**src/rtl/qq_arb.sv**
```systemverilog
// Round-robin arbiter in front of a single-port priority queue: one transaction in flight at a time.
// Optional build macro QQ_ARB_STATS_EN adds saturating command/error counters.
package pq_pkg;
  localparam int unsigned KEY_W = 8;
  localparam int unsigned VAL_W = 8;

  typedef struct packed {
    logic [KEY_W-1:0] key;
    logic [VAL_W-1:0] val;
  } kv_t;

  localparam kv_t KV_EMPTY = '{key: {KEY_W{1'b1}}, val: {VAL_W{1'b0}}};
endpackage

module qq_arb
  import pq_pkg::*;
#(
  parameter int unsigned NREQ   = 4,
  parameter int unsigned RD_LAT = 2
) (
  input  logic              clk,
  input  logic              rst,
  input  logic [NREQ-1:0]   req_i,
  input  logic [2*NREQ-1:0] op_i,
  input  kv_t               kv_i [NREQ],
  output logic [NREQ-1:0]   gnt_o,
  output logic [NREQ-1:0]   rsp_vld_o,
  output logic              rsp_err_o,
  output kv_t               rsp_kv_o,
  output logic              q_enq_o,
  output logic              q_deq_o,
  output logic              q_repl_o,
  output kv_t               q_kv_o,
  input  kv_t               q_kv_i,
  input  logic              q_full_i,
  input  logic              q_empty_i,
  input  logic              q_rdy_i,
  output logic              busy_o
`ifdef QQ_ARB_STATS_EN
  ,
  output logic [15:0]       stat_enq_o,
  output logic [15:0]       stat_deq_o,
  output logic [15:0]       stat_repl_o,
  output logic [15:0]       stat_err_o
`endif
);

  localparam int unsigned NW = $clog2(NREQ);
  localparam int unsigned CW = 3;
  localparam int unsigned SW = 16;

  localparam logic [1:0] OP_ILL  = 2'b00;
  localparam logic [1:0] OP_ENQ  = 2'b01;
  localparam logic [1:0] OP_DEQ  = 2'b10;
  localparam logic [1:0] OP_REPL = 2'b11;

  typedef enum logic [1:0] {IDLE, ISSUE, WAIT, RESP} state_t;

  state_t          r_state;
  logic [NW-1:0]   r_last;
  logic [NW-1:0]   r_idx;
  logic [1:0]      r_op;
  logic            r_err;
  logic [CW-1:0]   r_cnt;

  logic [NW-1:0]   w_win;
  logic [NW-1:0]   w_k;
  logic            w_found;
  logic [1:0]      w_op;
  kv_t             w_kv;
  logic            w_err;
  logic [NREQ-1:0] w_win_oh;
  logic [NREQ-1:0] w_idx_oh;

  // Round-robin search starting just after the last-served requester
  always_comb begin
    w_found = 1'b0;
    w_win   = '0;
    w_k     = '0;
    for (int unsigned i = 1; i <= NREQ; i++) begin
      w_k = NW'((32'(r_last) + i) % NREQ);
      if (!w_found && req_i[w_k]) begin
        w_found = 1'b1;
        w_win   = w_k;
      end
    end
  end

  assign w_op     = op_i[{w_win, 1'b0} +: 2];
  assign w_kv     = kv_i[w_win];
  assign w_err    = (w_op == OP_ILL) | ((w_op == OP_ENQ) & q_full_i) | (w_op[1] & q_empty_i);
  assign w_win_oh = NREQ'(1) << w_win;
  assign w_idx_oh = NREQ'(1) << r_idx;

  // Queue status is judged at accept time so the command and the error verdict agree
  always_ff @(posedge clk or posedge rst) begin
    if (rst) begin
      r_state   <= IDLE;
      r_last    <= NW'(NREQ - 1);
      r_idx     <= '0;
      r_op      <= OP_ILL;
      r_err     <= 1'b0;
      r_cnt     <= '0;
      gnt_o     <= '0;
      rsp_vld_o <= '0;
      rsp_err_o <= 1'b0;
      rsp_kv_o  <= KV_EMPTY;
      q_enq_o   <= 1'b0;
      q_deq_o   <= 1'b0;
      q_repl_o  <= 1'b0;
      q_kv_o    <= KV_EMPTY;
      busy_o    <= 1'b0;
    end else begin
      gnt_o     <= '0;
      rsp_vld_o <= '0;
      q_enq_o   <= 1'b0;
      q_deq_o   <= 1'b0;
      q_repl_o  <= 1'b0;
      case (r_state)
        IDLE: begin
          if (w_found && q_rdy_i) begin
            r_idx   <= w_win;
            r_op    <= w_op;
            r_err   <= w_err;
            r_state <= ISSUE;
            busy_o  <= 1'b1;
            if (!w_err) begin
              gnt_o    <= w_win_oh;
              q_enq_o  <= (w_op == OP_ENQ);
              q_deq_o  <= (w_op == OP_DEQ);
              q_repl_o <= (w_op == OP_REPL);
              q_kv_o   <= (w_op == OP_DEQ) ? KV_EMPTY : w_kv;
            end
          end
        end
        ISSUE: begin
          if (r_err || (r_op == OP_ENQ)) begin
            r_state   <= RESP;
            rsp_vld_o <= w_idx_oh;
            rsp_err_o <= r_err;
            rsp_kv_o  <= KV_EMPTY;
          end else begin
            r_state <= WAIT;
            r_cnt   <= CW'(1);
          end
        end
        WAIT: begin
          if (r_cnt == CW'(RD_LAT)) begin
            r_state   <= RESP;
            rsp_vld_o <= w_idx_oh;
            rsp_err_o <= 1'b0;
            rsp_kv_o  <= q_kv_i;
          end else begin
            r_cnt <= r_cnt + CW'(1);
          end
        end
        RESP: begin
          r_last  <= r_idx;
          r_state <= IDLE;
          busy_o  <= 1'b0;
        end
        default: begin
          r_state <= IDLE;
          busy_o  <= 1'b0;
        end
      endcase
    end
  end

`ifdef QQ_ARB_STATS_EN
  // Counters stick at all-ones rather than wrapping
  always_ff @(posedge clk or posedge rst) begin
    if (rst) begin
      stat_enq_o  <= '0;
      stat_deq_o  <= '0;
      stat_repl_o <= '0;
      stat_err_o  <= '0;
    end else begin
      if (q_enq_o && (stat_enq_o != '1))
        stat_enq_o <= stat_enq_o + SW'(1);
      if (q_deq_o && (stat_deq_o != '1))
        stat_deq_o <= stat_deq_o + SW'(1);
      if (q_repl_o && (stat_repl_o != '1))
        stat_repl_o <= stat_repl_o + SW'(1);
      if ((|rsp_vld_o) && rsp_err_o && (stat_err_o != '1))
        stat_err_o <= stat_err_o + SW'(1);
    end
  end
`endif

endmodule

```
**config.mk**
```make
export PLATFORM = sky130hd
export DESIGN_NAME = qq_arb
export DESIGN_NICKNAME = d
export VERILOG_FILES = /design/src/rtl/qq_arb.sv
export SDC_FILE = /design/constraint.sdc
export NUM_CORES = 1
export LEC_CHECK = 0
export BUFFER_PORTS_ARGS = -buffer_cell sky130_fd_sc_hd__buf_4
export CAP_MARGIN = 20
export CORE_MARGIN = 1.5
export CORE_UTILIZATION = 42
export DETAILED_ROUTE_END_ITERATION = 10
export PLACE_DENSITY = 0.77
export SYNTH_ARGS = -nofsm -noshare
export SYNTH_HDL_FRONTEND = slang
export SYNTH_SLANG_ARGS = --single-unit
```
**constraint.sdc**
```tcl
create_clock -name clk -period 2.2 [get_ports clk]
set_input_delay 0.44 -clock clk [delete_from_list [all_inputs] [get_ports clk]]
set_output_delay 0.44 -clock clk [all_outputs]
set_load 0.01 [all_outputs]
```
==> qor.yml, run 1 <==
area_growth_pct: 57.1
cp_num_buf_inv: 1
coreArea_um2: 6790
viasPerCell: 5.01
swShare_pct: 36.1
ir_drop_uv: 563
diodes: 0
grt_pass1_vias: 2672
grt_max_degree: 35
yosysWarnings: 0
tightestPinTransition_ns: 0.555
cp_max_fo: 8
final_cells: 539
violations: "setup timing"
final_util_pct: 68.1
dieWidth_um: 86.7
clk_latency_ns: 0.33
r2r_end: "q_kv_o[12]"
rr_worst_depth: 8
cts_num_sinks: 57
cap_violations: 0
synth_area_um2: 2940
drtIter0Drc: 90
p_clk_share_pct: 16.6
grt_first_pass_wirelength_um: 12500
path_cells: "mux2i_2, o22a_1, o21ai_4, buf_4, mux2i_2, or4b_4, nor2b_4, o22a_1"
place_ws_ns: -0.345
clock-skew-final_ns: 0.00424
synthArstFlopShare_pct: 100
rrSetupSlack_ns: -0.23
dp_cells: 514
numPortBuffers: 141
vias: 2702
gp_congestion: 0.797
cp_slowest_stage_delay_ns: 0.58
max_freq_ghz: 0.412
dp_hpwl_um: 5930
yosysMostFrequentCell: "dfrtp_1"
clk_pin_slew_ns: 0.06
fin_ws_ns: -0.228
cp-end-kind: "register"
ys_seq_area_share_pct: 49.2
yosysTopAreaCell: "dfrtp_1"
grt_use_total_pct: 21.4
synth_top_area_share_pct: 33.1
start_util_pct: 43.3
synthTopCellsByCount: "39 x dfrtp_1, 35 x nand2_1, 23 x o21ai_0"
grt-ovfl-total: 0
wl_per_cell_um: 14.8
outcome: "finished, violations left"
pwr_density_cell_nw_per_um2: 1210
cp-start-kind: "register"
finalSetupViolations: 22
syn_avg_cell_area_um2: 10.9
worstHoldPathType: "primary input to async pin"
ys_ff_latch: 57
leakagePower_nw: 2.26
rr_startpoint: "r_last[1]"
fin_crit_ns: 2.43
slowest_stage: "dfstp_2"
cts_tree: "yes"
drv_slew: 0
synthTopCellsByArea: "dfrtp_1 33%, dfstp_2 16%, mux4_2 6.1%"
fillCellCount: 506
layout_worst_path_cycle_share_pct: 110
htree_levels: 3
detail-route-antenna-nets: 0
drc: 0
clk_root_buffer_cell: "clkbuf_8"
synth_edf_count: 0
required_ns: 2.46
die_y_um: 86.7
yosys_most_used_dff: "dfrtp_1"
slew_headroom_pct: 62.9
power_mw: 5.60
synth.net_count: 372
final_nets: 541
antenna_found_initial: 0
yosys.cell_types.count: 41
holdBufCountCts: 0
die-area_um2: 7520
p_sw_mw: 2.02
pin_count: 142
timing.hold.ws_ns: 0.166
drive_gt1_share_pct: 54.9
crit_type: "register to register"
critPathArrivalTime_ns: 2.68
syn-instance-count: 269
cts_buffer_depth: 2
cell_internal_pwr_mw: 3.58
comb_power_share_pct: 50.4
cts_made_buffers: 9
postRouteWirelength_um: 7980
rsz0062_at_grt: "yes"
drt-pass1-iter-count: 4
rows: 30
p_seq_share_pct: 32.9
finalHoldViolCount: 0
cp_top_family: "simple AND/OR/NAND/NOR gates"
[what timing repair did]
item | 4_1_cts | 5_1_grt
gates cloned | 1 | 0
resized for setup | 15 | 12
buffers inserted | 6 | 5
pin swaps | 7 | 15
setup endpoints to repair | 21 | 24
[metrics by stage]
stage               instance area (µm²)  TNS (ns)
floorplan                          2950     -1.13
global placement                   4260     -4.07
detailed placement                 4260     -5.98
CTS                                4550     -4.57
global route                       4620     -6.93
finish                             4620     -4.16
[kinds of logic (layout without fill, tap and decap cells)]
family,count (synthesis),after routing,synth area share [%]
fa+ha+maj,6,6,2.55
mux,27,27,12.8
buf+inv,26,200,3.87
compound gates,70,70,16.8
flops,57,57,49.2
simple gates,83,83,14.8
[worst max path at each step]
stage,startpoint,endpoint,slack [ns],cells after the start
after floorplan,r_last[1],q_kv_o[1],-0.07,8
after global placement,req_i[2],q_kv_o[4],-0.25,9
after detailed placement,req_i[1],q_kv_o[0],-0.34,10
after CTS,r_last[1],q_kv_o[2],-0.25,9
after global routing,r_last[1],gnt_o[1],-0.35,8
final,r_last[1],q_kv_o[12],-0.23,8
[power by group through the flow]
stage               Sequential (mW)  Clock, mW  Combinational [mW]
finish                         1.84      0.931                2.82
global route                   1.90       1.00                3.12
CTS                            1.84      0.953                2.76
detailed placement             1.86          0                2.67
global placement               1.85          0                2.60
floorplan                      1.98          0                1.45
[layout by cell type (no fill, tap or decap), types with 2 or more instances in the layout]
master and n:
or3_4 2, dfrtp_1 39, dfstp_2 18, nor3b_1 3, nand3_1 3, mux2i_1 8, ha_1 6, nand2_1 35
a211oi_1 8, o21ai_0 23, nor2b_4 2, buf_6 7, mux4_2 8, mux2i_2 6, o31ai_1 2, o22a_1 10
nor2b_1 10, buf_4 165, inv_1 9, nand2b_1 3, nor2_1 10, nor3_1 2, nand2b_4 3, a21oi_1 10
buf_12 2, a22o_1 8, mux2_2 4, clkbuf_8 13, clkinv_2 2
[cell type report]
class	count	area (µm²)	share of cell area [%]
Clock inverter	2	10.0	0.216
Tap cell	96	120	2.60
Timing Repair Buffer	174	1360	29.4
Multi-Input combinational cell	186	1470	31.7
Sequential cell	57	1450	31.3
Clock buffer	14	183	3.95
Inverter	10	37.5	0.812
[flip-flops by register name (all words and copies together) (netlist names)]
name	flops
q_kv_o	16
rsp_kv_o	16
gnt_o	4
rsp_vld_o	4
r_cnt	3
r_idx	2
r_last	2
r_op	2
r_state	2
busy_o	1
q_deq_o	1
q_enq_o	1
q_repl_o	1
r_err	1
rsp_err_o	1
[routing by layer]
metal | wire, µm | track usage, %
met3 | 517 | 5.33
met5 | 0 | 0
met1 | 3290 | 25.6
met4 | 85 | 7.62
met2 | 4090 | 37.4
No activity file was read; power rests on OpenSTA's default activity.
==> run 2: changes to the inputs <==
--- a/config.mk
+++ b/config.mk
@@ -11,6 +11,7 @@
 export CORE_UTILIZATION = 42
 export DETAILED_ROUTE_END_ITERATION = 10
 export PLACE_DENSITY = 0.77
+export REMOVE_ABC_BUFFERS = 1
 export SYNTH_ARGS = -nofsm -noshare
 export SYNTH_HDL_FRONTEND = slang
 export SYNTH_SLANG_ARGS = --single-unit
==> run 2 against run 1 <==
The run still ends with setup timing left. Wire length down 3.6%. Critical path depth up 1. Power up 1.1%. Flip-flop and latch count unchanged. Sequential share of layout area up 0.14 points. Non-clock buffer count down 2. Utilization down 0.29 points. Die area unchanged. Highest routed layer unchanged.
==> qor.yml, run 2 (synthesis results as in run 1) <==
grt_first_pass_wirelength_um: 12300  # -1.8%
final_util_pct: 67.8  # -0.29 points
antenna_found_initial: 0  # unchanged
postRouteWirelength_um: 7690  # -3.6%
rrSetupSlack_ns: -0.22  # about the same
grt-ovfl-total: 0  # unchanged
reg_top3: "q_kv_o (16), rsp_kv_o (16)"
grt_use_total_pct: 21.3  # -0.054 points
rsz0062_at_grt: "yes"
ir_drop_uv: 485  # -14%
cp_max_fo: 8  # unchanged
dpl-instance-area_um2: 4260  # about the same
tns_ns: -3.98  # +0.181 ns
dp_cells: 515  # +0.19%
final_common_cell: "buf_4"
rr_worst_depth: 9  # +1
clk_latency_ns: 0.33  # about the same
grt_pass1_vias: 2725  # +2.0%
die_y_um: 86.7  # unchanged
outcome: "finished, violations left"
cts_made_buffers: 9  # unchanged
drt-pass1-iter-count: 5  # +1
fillCellCount: 525  # +3.8%
rows: 30  # unchanged
start_util_pct: 43.3  # unchanged
finalSetupViolations: 21  # -4.5%
coreArea_um2: 6790  # unchanged
crit_type: "register to register"
diodes: 0  # unchanged
final_nets: 539  # -0.37%
critPathArrivalTime_ns: 2.69  # about the same
clk_root_buffer_cell: "clkbuf_8"
gp_congestion: 0.809  # +1.6%
die-area_um2: 7520  # unchanged
dp_hpwl_um: 5840  # -1.6%
fin_crit_ns: 2.42  # -0.00415 ns
pwr_density_cell_nw_per_um2: 1230  # +1.5%
violations: "setup timing"
drive_gt1_share_pct: 53.7  # -1.1 points
layout_worst_path_cycle_share_pct: 110  # -0.19 points
clock-skew-final_ns: 0.00649  # +0.00225 ns
drc: 0  # unchanged
required_ns: 2.47  # about the same
r2r_end: "q_kv_o[0]"
cp-end-kind: "register"
wl_per_cell_um: 14.3  # -3.2%
htree_levels: 3  # unchanged
clk_pin_slew_ns: 0.06  # about the same
cp-start-kind: "register"
worstHoldPathType: "primary input to async pin"
pin_count: 142  # unchanged
cts_tree: "yes"
slew_headroom_pct: 72.0  # +9.1 points
final_cell_mix: "168 x buf_4, 39 x dfrtp_1, 35 x nand2_1"
rr_startpoint: "r_last[1]"
detail-route-antenna-nets: 0  # unchanged
max_freq_ghz: 0.413  # +0.17%
vias: 2659  # -1.6%
fin_ws_ns: -0.224  # +0.00415 ns
final_cells: 537  # -0.37%
postLayoutCellArea_um2: 4600  # -0.43%
numPortBuffers: 141  # unchanged
cts_buffer_depth: 2  # unchanged
drv_slew: 0  # unchanged
dieWidth_um: 86.7  # unchanged
leakagePower_nw: 2.26  # -0.26%
cap_violations: 0  # unchanged
power_mw: 5.66  # +1.1%
grt_max_degree: 58  # +66%
cts_num_sinks: 57  # unchanged
tightestPinTransition_ns: 0.415  # -0.140 ns
area_growth_pct: 56.4
viasPerCell: 4.95  # -1.2%
drtIter0Drc: 55  # -39%
finalHoldViolCount: 0  # unchanged
-- run 2: cell types whose count changed in the layout (fill, tap and decap cells not counted), moves of 2 or more --
cell / previous run / this run
buf_6: 7 / 1
mux2i_2: 6 / 3
buf_4: 165 / 168
mux2i_1: 8 / 10
-- run 2: what timing repair did --
item | CTS | global route
endpoints found under the setup margin | 23 | 23
endpoints found under the hold margin | 0 | 0
setup buffers | 5 | 2
gates cloned | 0 | 0
hold buffers | 0 | 0
resized for setup | 7 | 10
pin swaps | 3 | 4
-- run 2: critical path, cell delays in order, from the launching register on --
cell      delay, ns
dfstp_2        0.59
a21o_1         0.18
a31oi_4        0.10
buf_12         0.15
mux2i_2        0.16
mux2_4         0.30
or4b_4         0.52
nand2b_4       0.09
buf_6          0.12
a22o_1         0.14
-- run 2: routing by layer --
layer | share of wire [%] | global-route usage [%]
met1 | 38 | 23.8
met2 | 51 | 37.3
met3 | 7.8 | 6.95
met4 | 2.5 | 9.09
met5 | 0 | 0
-- run 2: how the worst max path moves through the flow --
| stage | endpoint | cells past startpoint | slack, ns | from |
|---|---|---|---|---|
| floorplan | q_kv_o[1] | 7 | -1.14 | r_last[1] |
| global placement | q_kv_o[5] | 9 | -0.29 | req_i[1] |
| detailed placement | q_kv_o[1] | 8 | -0.45 | req_i[1] |
| CTS | q_kv_o[0] | 9 | -0.20 | r_last[1] |
| global route | gnt_o[1] | 9 | -0.33 | r_last[1] |
| finish | q_kv_o[0] | 9 | -0.22 | r_last[1] |
-- run 2: layout make-up --
type                    count  area (µm²)  share of cell area (%)
multi-input cells         186        1460                    31.7
flip-flops and latches     57        1450                    31.5
repair buffers            172        1330                    28.9
clock buffers              14         173                    3.75
well taps                  96         120                    2.61
inverters                  10        37.5                   0.815
clock inverters             2        35.0                   0.761
-- run 2: metrics by stage --
step | hold WS (ns) | setup WS [ns]
2_1_floorplan | 0.450 | -1.14
3_3_place_gp | 0.462 | -0.289
3_5_place_dp | 0.473 | -0.450
4_1_cts | 0.167 | -0.203
5_1_grt | 0.163 | -0.329
6_report | 0.141 | -0.224
-- run 2: where the power goes --
part,internal [mW],switching (mW)
Combinational,1.46,1.34
Clock,0.615,0.389
Sequential,1.59,0.272
Total,3.66,2.00
==> run 3: changes to the inputs <==
--- a/config.mk
+++ b/config.mk
@@ -7,10 +7,11 @@
 export LEC_CHECK = 0
 export BUFFER_PORTS_ARGS = -buffer_cell sky130_fd_sc_hd__buf_4
 export CAP_MARGIN = 20
-export CORE_MARGIN = 1.5
-export CORE_UTILIZATION = 42
+export CORE_MARGIN = 10
+export CORE_UTILIZATION = 43
+export CTS_BUF_LIST = sky130_fd_sc_hd__clkbuf_4
 export DETAILED_ROUTE_END_ITERATION = 10
-export PLACE_DENSITY = 0.77
+export PLACE_DENSITY = 0.78
 export REMOVE_ABC_BUFFERS = 1
 export SYNTH_ARGS = -nofsm -noshare
 export SYNTH_HDL_FRONTEND = slang
==> run 3 against run 2 <==
The flow still finishes with violations (setup timing). Worst hold slack lost 0.052 ns. Worst setup slack improved by 0.034 ns. Global-route usage fell by 5.3 points. Critical path depth is 1 lower. First-iteration DRC count up 5.5%. Clock skew rose by 0.0091 ns. Critical path type unchanged.
==> qor.yml, run 3 (synthesis results as in run 1) <==
outcome: "finished, violations left"
violations: "setup timing"
critPathLaunch: "r_last[1]"
wl_per_cell_um: 16.3  # +14%
cp-end-kind: "register"
antenna_found_initial: 0  # unchanged
slew_headroom_pct: 63.9  # -8.1 points
clk_root_buffer_cell: "clkbuf_4"
p_seq_share_pct: 34.2  # +1.3 points
clk_latency_ns: 0.40  # +0.07 ns
worstHoldPathType: "primary input to async pin"
tns_ns: -3.38  # +0.601 ns
drt-pass1-iter-count: 4  # -1
swShare_pct: 36.8  # +1.5 points
finalHoldViolCount: 0  # unchanged
cts_buffer_depth: 2  # unchanged
dieWidth_um: 103  # +18%
max_freq_ghz: 0.418  # +1.4%
drtIter0Drc: 58  # +5.5%
cap_violations: 0  # unchanged
drc: 0  # unchanged
drv_slew: 0  # unchanged
detail-route-antenna-nets: 0  # unchanged
cts_num_sinks: 57  # unchanged
viasPerCell: 5.09  # +2.8%
pwr_density_cell_nw_per_um2: 1200  # -2.7%
grt_max_degree: 35  # -40%
gp_congestion: 0.816  # +0.82%
pin_count: 142  # unchanged
cell_internal_pwr_mw: 3.41  # -6.9%
final_common_cell: "buf_4"
reg_top3: "q_kv_o (16), rsp_kv_o (16)"
crit_type: "register to register"
postRouteWirelength_um: 8450  # +9.9%
rr_startpoint: "r_last[1]"
layout_worst_path_cycle_share_pct: 109  # -1.5 points
critPathArrivalTime_ns: 2.73  # +0.04 ns
fin_ws_ns: -0.190  # +0.0337 ns
start_util_pct: 43.8  # +0.48 points
fin_crit_ns: 2.39  # -0.0337 ns
grt_pass1_vias: 2862  # +5.0%
cp_max_fo: 8  # unchanged
p_sw_mw: 1.98  # -0.78%
htree_levels: 3  # unchanged
finalSetupViolations: 22  # +4.8%
diodes: 0  # unchanged
ir_drop_uv: 469  # -3.3%
final_cell_mix: "162 x buf_4, 39 x dfrtp_1, 35 x nand2_1"
grt-ovfl-total: 0  # unchanged
grt_use_total_pct: 16.1  # -5.3 points
required_ns: 2.54  # +0.07 ns
place_ws_ns: -0.372  # +0.0784 ns
final_nets: 537  # -0.37%
coreArea_um2: 6720  # -1.1%
area_growth_pct: 53.1
clk_pin_slew_ns: 0.10  # +0.04 ns
leakagePower_nw: 2.23  # -1.3%
gr-usage-met2_pct: 27.1  # -10 points
grt_first_pass_wirelength_um: 13400  # +9.2%
holdBufCountCts: 0  # unchanged
p_clk_share_pct: 13.6  # -4.1 points
cts_made_buffers: 9  # unchanged
cts_tree: "yes"
grt_use_met3_pct: 7.84  # +0.89 points
numPortBuffers: 141  # unchanged
die_y_um: 103  # +18%
rsz0062_at_grt: "yes"
grtUsageMet1_pct: 17.7  # -6.1 points
die-area_um2: 10600  # +40%
clock-skew-final_ns: 0.0156  # +0.00907 ns
cp-start-kind: "register"
drive_gt1_share_pct: 53.5  # -0.21 points
tightestPinTransition_ns: 0.540  # +0.125 ns
comb_power_share_pct: 52.2  # +2.8 points
dp_hpwl_um: 6720  # +15%
busiest_layer: "met2"
vias: 2642  # -0.64%
rows: 30  # unchanged
-- run 3: per-stage QoR --
stage / area [µm²] / total power [mW] / hold slack (ns) / instances / utilization (%)
final: 4510 / 5.39 / 0.0884 / 519 / 67.1
after CTS: 4450 / 5.36 / 0.0918 / 519 / 66.2
after global routing: 4510 / 5.84 / 0.103 / 519 / 67.1
after detailed placement: 4240 / 4.55 / 0.473 / 498 / 63.0
after floorplan: 2870 / 3.35 / 0.450 / 253 / -
after global placement: 4240 / 4.47 / 0.465 / 498 / 63.0
-- run 3: worst max-delay path: stages, from the launching register on --
cell and delay, ns:
dfstp_2 0.60, a21o_1 0.16, a31oi_4 0.10, buf_6 0.15
mux2i_2 0.15, mux2_4 0.29, or4b_4 0.52, nor2b_4 0.18
o22a_1 0.16
-- run 3: repair_timing --
item,in CTS,in global routing
cloned,2,0
setup buffers,5,0
setup endpoints to repair,22,23
gates resized for setup,11,13
pin swaps,8,5
-- run 3: layout make-up --
cell class              instances  area, µm²
fillers                       531       2210
multi-input cells             188       1490
flip-flops and latches         57       1450
repair buffers                168       1300
well taps                      80        100
clock buffers                  11       82.6
clock inverters                 5       46.3
inverters                      10       37.5
-- run 3: worst paths after layout --
| check | cells past startpoint | slack (ns) | endpoint |
|---|---|---|---|
| setup / recovery | 8 | -0.19 | q_kv_o[9] |
| hold / removal | 2 | 0.09 | gnt_o[1] |
| setup reg to reg | 8 | -0.19 | q_kv_o[9] |
| hold reg to reg | 2 | 0.48 | rsp_kv_o[8] |
| max in group asynchronous | 3 | 1.48 | rsp_kv_o[9] |
| min in group clk | 3 | 0.30 | rsp_kv_o[11] |
-- run 3: per-layer routing --
metal / vias up / routed length [µm] / part of all wire, %
met5: - / 0 / 0
met4: 0 / 92 / 1.1
met3: 9 / 898 / 11
met2: 100 / 4070 / 48
met1: 1240 / 3400 / 40
li1: 1293 / - / -
-- run 3: power groups by stage --
stage	clock network, mW	registers, mW	logic (mW)
after floorplan	0	1.98	1.38
after global placement	0	1.83	2.64
after CTS	0.742	1.84	2.78
final	0.732	1.84	2.82
after global routing	0.806	1.91	3.12
after detailed placement	0	1.85	2.70
